`src/rtl/serial_arith_pkg.sv`:
```
// serial_arith_pkg: shared FSM encoding and width limits for the bit-serial arithmetic blocks
package serial_arith_pkg;
    typedef enum logic [1:0] {IDLE = 2'd0, RUN = 2'd1, DONE = 2'd2} state_t;
    localparam int WIDTH_MIN = 2;
    localparam int WIDTH_MAX = 64;
endpackage

```
`src/rtl/serial_adder_full_adder.sv`:
```
// full_adder: single-bit combinational adder slice
module full_adder (
    input  logic a,
    input  logic b,
    input  logic cin,
    output logic sum,
    output logic cout
);
    assign sum  = a ^ b ^ cin;
    assign cout = (a & b) | (cin & (a ^ b));
endmodule

```
`src/rtl/serial_adder.sv`:
```
// serial_adder: LSB-first bit-serial unsigned adder with start/done handshake
module serial_adder
    import serial_arith_pkg::*;
#(
    parameter int WIDTH = 8
) (
    input  logic             clk,
    input  logic             rst,
    input  logic             start,
    input  logic [WIDTH-1:0] a,
    input  logic [WIDTH-1:0] b,
    input  logic             cin,
    output logic             busy,
    output logic             done,
    output logic [WIDTH-1:0] sum,
    output logic             cout
);
    localparam int CW = $clog2(WIDTH);
    localparam logic [CW-1:0] LAST = CW'(WIDTH - 1);

    if (WIDTH < WIDTH_MIN || WIDTH > WIDTH_MAX) begin : g_bad_width
        $error("serial_adder: WIDTH out of range");
    end

    state_t           r_state, w_next;
    logic [WIDTH-1:0] r_a, r_b, r_sum;
    logic             r_carry;
    logic [CW-1:0]    r_cnt;
    logic             w_s, w_c, w_accept, w_last;

    full_adder u_fa (.a(r_a[0]), .b(r_b[0]), .cin(r_carry), .sum(w_s), .cout(w_c));

    assign w_accept = start && (r_state != RUN);
    assign w_last   = (r_cnt == LAST);

    always_ff @(posedge clk) begin
        if (rst) r_state <= IDLE;
        else     r_state <= w_next;
    end

    always_comb begin
        w_next = (r_state == RUN) ? (w_last ? DONE : RUN) : (start ? RUN : IDLE);
    end

    always_comb begin
        busy = (r_state == RUN);
        done = (r_state == DONE);
        sum  = r_sum;
        cout = r_carry;
    end

    // counter saturates on the last bit so it never wraps for power-of-two widths
    always_ff @(posedge clk) begin
        if (rst) begin
            r_a     <= '0;
            r_b     <= '0;
            r_sum   <= '0;
            r_carry <= 1'b0;
            r_cnt   <= '0;
        end else if (w_accept) begin
            r_a     <= a;
            r_b     <= b;
            r_carry <= cin;
            r_cnt   <= '0;
        end else if (r_state == RUN) begin
            r_a     <= r_a >> 1;
            r_b     <= r_b >> 1;
            r_sum   <= {w_s, r_sum[WIDTH-1:1]};
            r_carry <= w_c;
            r_cnt   <= w_last ? r_cnt : r_cnt + CW'(1);
        end
    end
endmodule

```
`config.mk`:
```
export PLATFORM = sky130hd
export DESIGN_NAME = serial_adder
export DESIGN_NICKNAME = d
export VERILOG_FILES = /design/src/rtl/serial_arith_pkg.sv /design/src/rtl/serial_adder_full_adder.sv /design/src/rtl/serial_adder.sv
export SDC_FILE = /design/constraint.sdc
export NUM_CORES = 1
export LEC_CHECK = 0
export ABC_AREA = 1
export CAP_MARGIN = 0
export CORE_MARGIN = 1.5
export CORE_UTILIZATION = 52
export CTS_CLUSTER_DIAMETER = 120
export DETAILED_ROUTE_END_ITERATION = 8
export GPL_TIMING_DRIVEN = 0
export PLACE_DENSITY = 0.82
export SETUP_SLACK_MARGIN = 0.1
export SYNTH_ARGS = -nofsm -noshare
export SYNTH_HDL_FRONTEND = slang
export SYNTH_SLANG_ARGS = --single-unit
```
`constraint.sdc`:
```
create_clock -name clk -period 3.1 [get_ports clk]
set_input_delay 0.62 -clock clk [delete_from_list [all_inputs] [get_ports clk]]
set_output_delay 0.62 -clock clk [all_outputs]
set_load 0.02 [all_outputs]
```
Word level (Yosys, flattened, before mapping)
Index checks and enable logic that the tools add are counted.
- add/subtract/negate cells: 1
- equal/unequal tests: 4
- mux-type cells: 9
- bitwise operators: 7
- reduce and logical (&&, ||, !) cells: 5
- operators with widths (cell ; count):
    two-way mux 8 bit ; 4
    two-way mux 2 bit ; 2
    AND reduction 2 bit ; 2
    adder 3 x 1 -> 3 bit, second input constant ; 1
    equality test 3 bit, second input constant ; 1
    two-way mux 1 bit ; 3
    bitwise AND 1 bit ; 2
    equality test 2 x 1 -> 1 bit, second input constant ; 1
    equality test 2 bit, second input constant ; 1
    inequality test 2 x 1 -> 1 bit, second input constant ; 1
    inverter 1 bit ; 2
    nonzero test 2 bit ; 1
    OR reduction 2 bit ; 1
    XOR 1 bit ; 2
    logical AND 1 bit ; 1
    OR 1 bit ; 1
- bits in registers: 30
- bits of input ports: 20
- output and inout bits: 11
- word-level logic and storage cells: 32

Longest topological paths before layout
- word-level depth: 5
- gate-level depth with buffers: 7

By module
Synthesis repeated with hierarchy kept, for this count alone.
- cells, all modules: 191
- area total of the unflattened synthesis: 1348.8 um^2
- modules (own cells, without submodules) (module ; times used ; cells an instance ; area each (um^2) ; seq. area each (um^2)):
    serial_adder ; 1 ; 190 ; 1328.8 ; 600.6
    full_adder ; 1 ; 1 ; 20.0 ; 0.0

Worst setup path after synthesis
No wires, ideal clock.
- path type: register to output
- start point: register r_state[0]
- end point: output busy
- arrival time: 0.745 ns
- data required time: 2.480 ns
- slack: 1.735 ns
- stages on the path, launching flop included: 4
- path through: dfxtp_1 inv_1 nor2_4 buf_4
- cells in the longest elaborated chain, start to end: 1
- RTL lines (item ; line ; text):
    from (decl) ; serial_adder.sv:25 ; state_t r_state, w_next;
    from (signal assigned) ; serial_adder.sv:38 ; else r_state <= w_next;
    equality test 2 x 1 -> 1 bit ; serial_adder.sv:46 ; busy = (r_state == RUN);
    to (decl) ; serial_adder.sv:13 ; output logic busy,
No other way between the ends.

Worst setup path in the final report
Ends and elaborated chain as after synthesis.

==> impl_metrics.toml <==
[drt]
drc = 0
via_per_inst = 5.261
postRouteWirelength_microns = 3304
wl_per_cell_microns = 12.86
dr.first_iter.drc_count = 41
vias = 1352
antenna_left = 0
first_pass_iters = 4

[sta]
setup_viol = 0
relSlewSlack_pct = 84.76
drv_slew = 0
timing.fmax_mhz = 409.8
setup_tns_ns = 0
min_period_over_period_pct = 78.72
clock_skew_ns = 0.01083
rsz0062_at_grt = "false"
worstMarginPinSlew_ns = 0.2279
fin_crit_ns = 2.440
hold_viol = 0
fin_ws_ns = 0.6597
whs_ns = 0.4739

[global_routing]
globalRouteTotalUtil_pct = 25.04
grt-ovfl-total = 0
grt_pass1_vias = 1195
antenna_found_initial = 0
grt_first_pass_wirelength_microns = 5002
grt_max_degree = 11

[critical_path]
endpoint_kind = "output port"
crit_buf_inv = 3
r2r_cells = 5
reg2reg_setup_slack_ns = 1.90
cp_top_family = "buffers and inverters"
crit_end = "busy"
worstPathCellList = "inv_1, nor2_4, buf_4, clkdlybuf4s50_1"
cp_max_fo = 10
critPathSlowestCell = "clkdlybuf4s50_1"
crit_arrival_ns = 1.82
critPathMaxStageDelay_ns = 0.62
start_kind = "flop"
cp.required_ns = 2.48
timing.rr.end = "r_cnt[0]$_SDFFE_PP0P_"
cp_num_cells = 4
critPathKind = "flop to output port"
cp-startpoint = "r_state[0]$_SDFF_PP0_"
reg2reg_from = "r_cnt[0]$_SDFFE_PP0P_"

[power]
leakage_nw = 0.8375
vdd_drop_max_mv = 0.4361
p_sw_w = 0.0002448
powerDensity_nw_per_um2 = 482.3
combPwrFrac_pct = 19.7
netSwitchingFraction_pct = 29.08
clkPwrFrac_pct = 29.6
power_frac_seq_pct = 50.7
p_int_w = 0.0005970

[clocking]
postCtsSetupBuffers = 0
root_buffer = "clkbuf_4"
worstSkewPairLatency_ns = 0.34
tritoncts = "yes"
postCtsHoldBufs = 0
cts_buffer_depth = 2
clock_sinks = 30
cts_htree_levels = 2
cts_buffers = 5
cts_resized = 0
clk_pin_slew_ns = 0.09

[finish]
antenna_cells = 0
seq_area_sq_um = 600.6
multi_input_area_sq_um = 598.1
nFillCells = 199
finalNonFillerCells = 257
fin_nets = 249
final_layout_size_suffix_gt1_share_pct = 8.811
syn_to_final_growth_pct = 29.53

[placement]
hpwl_microns = 2315
port_buffers = 30
dp_slack_ns = 1.039
place_congestion = 0.8344
dp_cells = 249

[floorplan]
num_io_pins = 31
coreArea_sq_um = 2455
num_rows = 18
die-width_microns = 53.91
die_h_microns = 53.91
start_util_pct = 54.89
die_area_sq_um = 2906

[synthesis]
yosysUniqueCellTypes = 14
synth.yosys.warnings = 0
synth_fp_nets = 212
netlist_area_sq_um = 1348
ys_seq_elements = 30
synth_cells = 189
syn_avg_cell_area_sq_um = 7.130
yosysSeqAreaShare_pct = 44.57

[outcome]
status = "completed"

[hold_path]
holdCritPathClass = "flop to flop"
min_from = "r_cnt[2]$_SDFFE_PP0P_"

[job]
cap_violations = 0
## cells in the mapped netlist
| cell | count | area, sq um |
|---|---|---|
| dfxtp_1 | 30 | 600.6 |
| nor2_4 | 1 | 11.26 |
| buf_2 | 5 | 25.02 |
| nand3_1 | 47 | 235.2 |
| buf_4 | 6 | 45.04 |
| o21ai_0 | 8 | 40.04 |
| nor3_1 | 1 | 5.000 |
| nor2_1 | 19 | 71.32 |
| nand2_2 | 1 | 6.260 |
| inv_1 | 21 | 78.83 |
| nand2_1 | 41 | 153.9 |
| fa_1 | 1 | 20.02 |
| ha_1 | 2 | 25.02 |
| a21oi_1 | 6 | 30.03 |
## flip-flops by register name, indices dropped and copies added (netlist names)
| signal | cells |
|---|---|
| r_cnt | 3 |
| cout | 1 |
| r_state | 2 |
| r_a | 8 |
| sum | 8 |
| r_b | 8 |
## cells in the final DEF (no fill, tap or decap)
cell / n
nand3_1: 47
nand2_1: 41
dfxtp_1: 30
clkdlybuf4s50_1: 30
inv_1: 21
nor2_1: 19
o21ai_0: 8
buf_4: 6
a21oi_1: 6
buf_2: 5
clkbuf_4: 5
ha_1: 2
nor2_4: 1
nand2_2: 1
nor3_1: 1
fa_1: 1
clkbuf_1: 1
clkbuf_8: 1
clkinv_2: 1
## per-stage QoR
step	cell area (sq um)	utilization [%]	power, W
after floorplan	1348	-	0.0005288
after global placement	1685	68.65	0.0005919
after detailed placement	1685	68.65	0.0005991
after CTS	1745	71.10	0.0008430
after global routing	1745	71.10	0.0008784
final	1745	71.10	0.0008419
## metal layers
layer | wire [microns] | track usage [%]
met2 | 1673 | 42.48
met5 | 0 | 0
met1 | 1357 | 27.44
met4 | 63 | 16.67
met3 | 209 | 6.111
## kinds of logic after synthesis
group,Yosys count,share of synthesized area [%]
AOI/OAI and AO/OA,14,5.200
adders and majority gates,3,3.342
buffers and inverters,32,11.05
DFF,30,44.57
and+or+nand+nor,110,35.84
## final cells by class
| cell class | instances | share of cell area (%) |
|---|---|---|
| Buffer | 11 | 4.014 |
| Clock buffer | 7 | 3.154 |
| Clock inverter | 1 | 0.2867 |
| Inverter | 21 | 4.516 |
| Multi-Input combinational cell | 127 | 34.27 |
| Sequential cell | 30 | 34.41 |
| Tap cell | 30 | 2.151 |
| Timing Repair Buffer | 30 | 17.20 |
## power by group through the flow
stage / logic, W / registers (W) / clock network (W)
CTS: 0.000166 / 0.000426 / 0.000251
global placement: 0.000158 / 0.000433 / 0
finish: 0.000166 / 0.000427 / 0.000249
global route: 0.000182 / 0.000430 / 0.000266
floorplan: 0.0000847 / 0.000444 / 0
detailed placement: 0.000164 / 0.000435 / 0
## worst reg2reg max path, cell delays in order, from the launching register on
cell	delay [ns]
dfxtp_1	0.34
ha_1	0.20
ha_1	0.19
nor2_1	0.18
nand2_1	0.08
a21oi_1	0.15
## worst min-delay path by stage
stage                       endpoint  slack (ns)  depth (start not counted)
2_1_floorplan    r_a[7]$_SDFFE_PP0P_        0.43                          2
3_3_place_gp     r_b[7]$_SDFFE_PP0P_        0.45                          2
3_5_place_dp   r_cnt[2]$_SDFFE_PP0P_        0.46                          2
4_1_cts        r_cnt[2]$_SDFFE_PP0P_        0.48                          2
5_1_grt          r_a[7]$_SDFFE_PP0P_        0.50                          2
6_report       r_cnt[2]$_SDFFE_PP0P_        0.47                          2
Note: power is estimated with default switching activity, not from simulation.
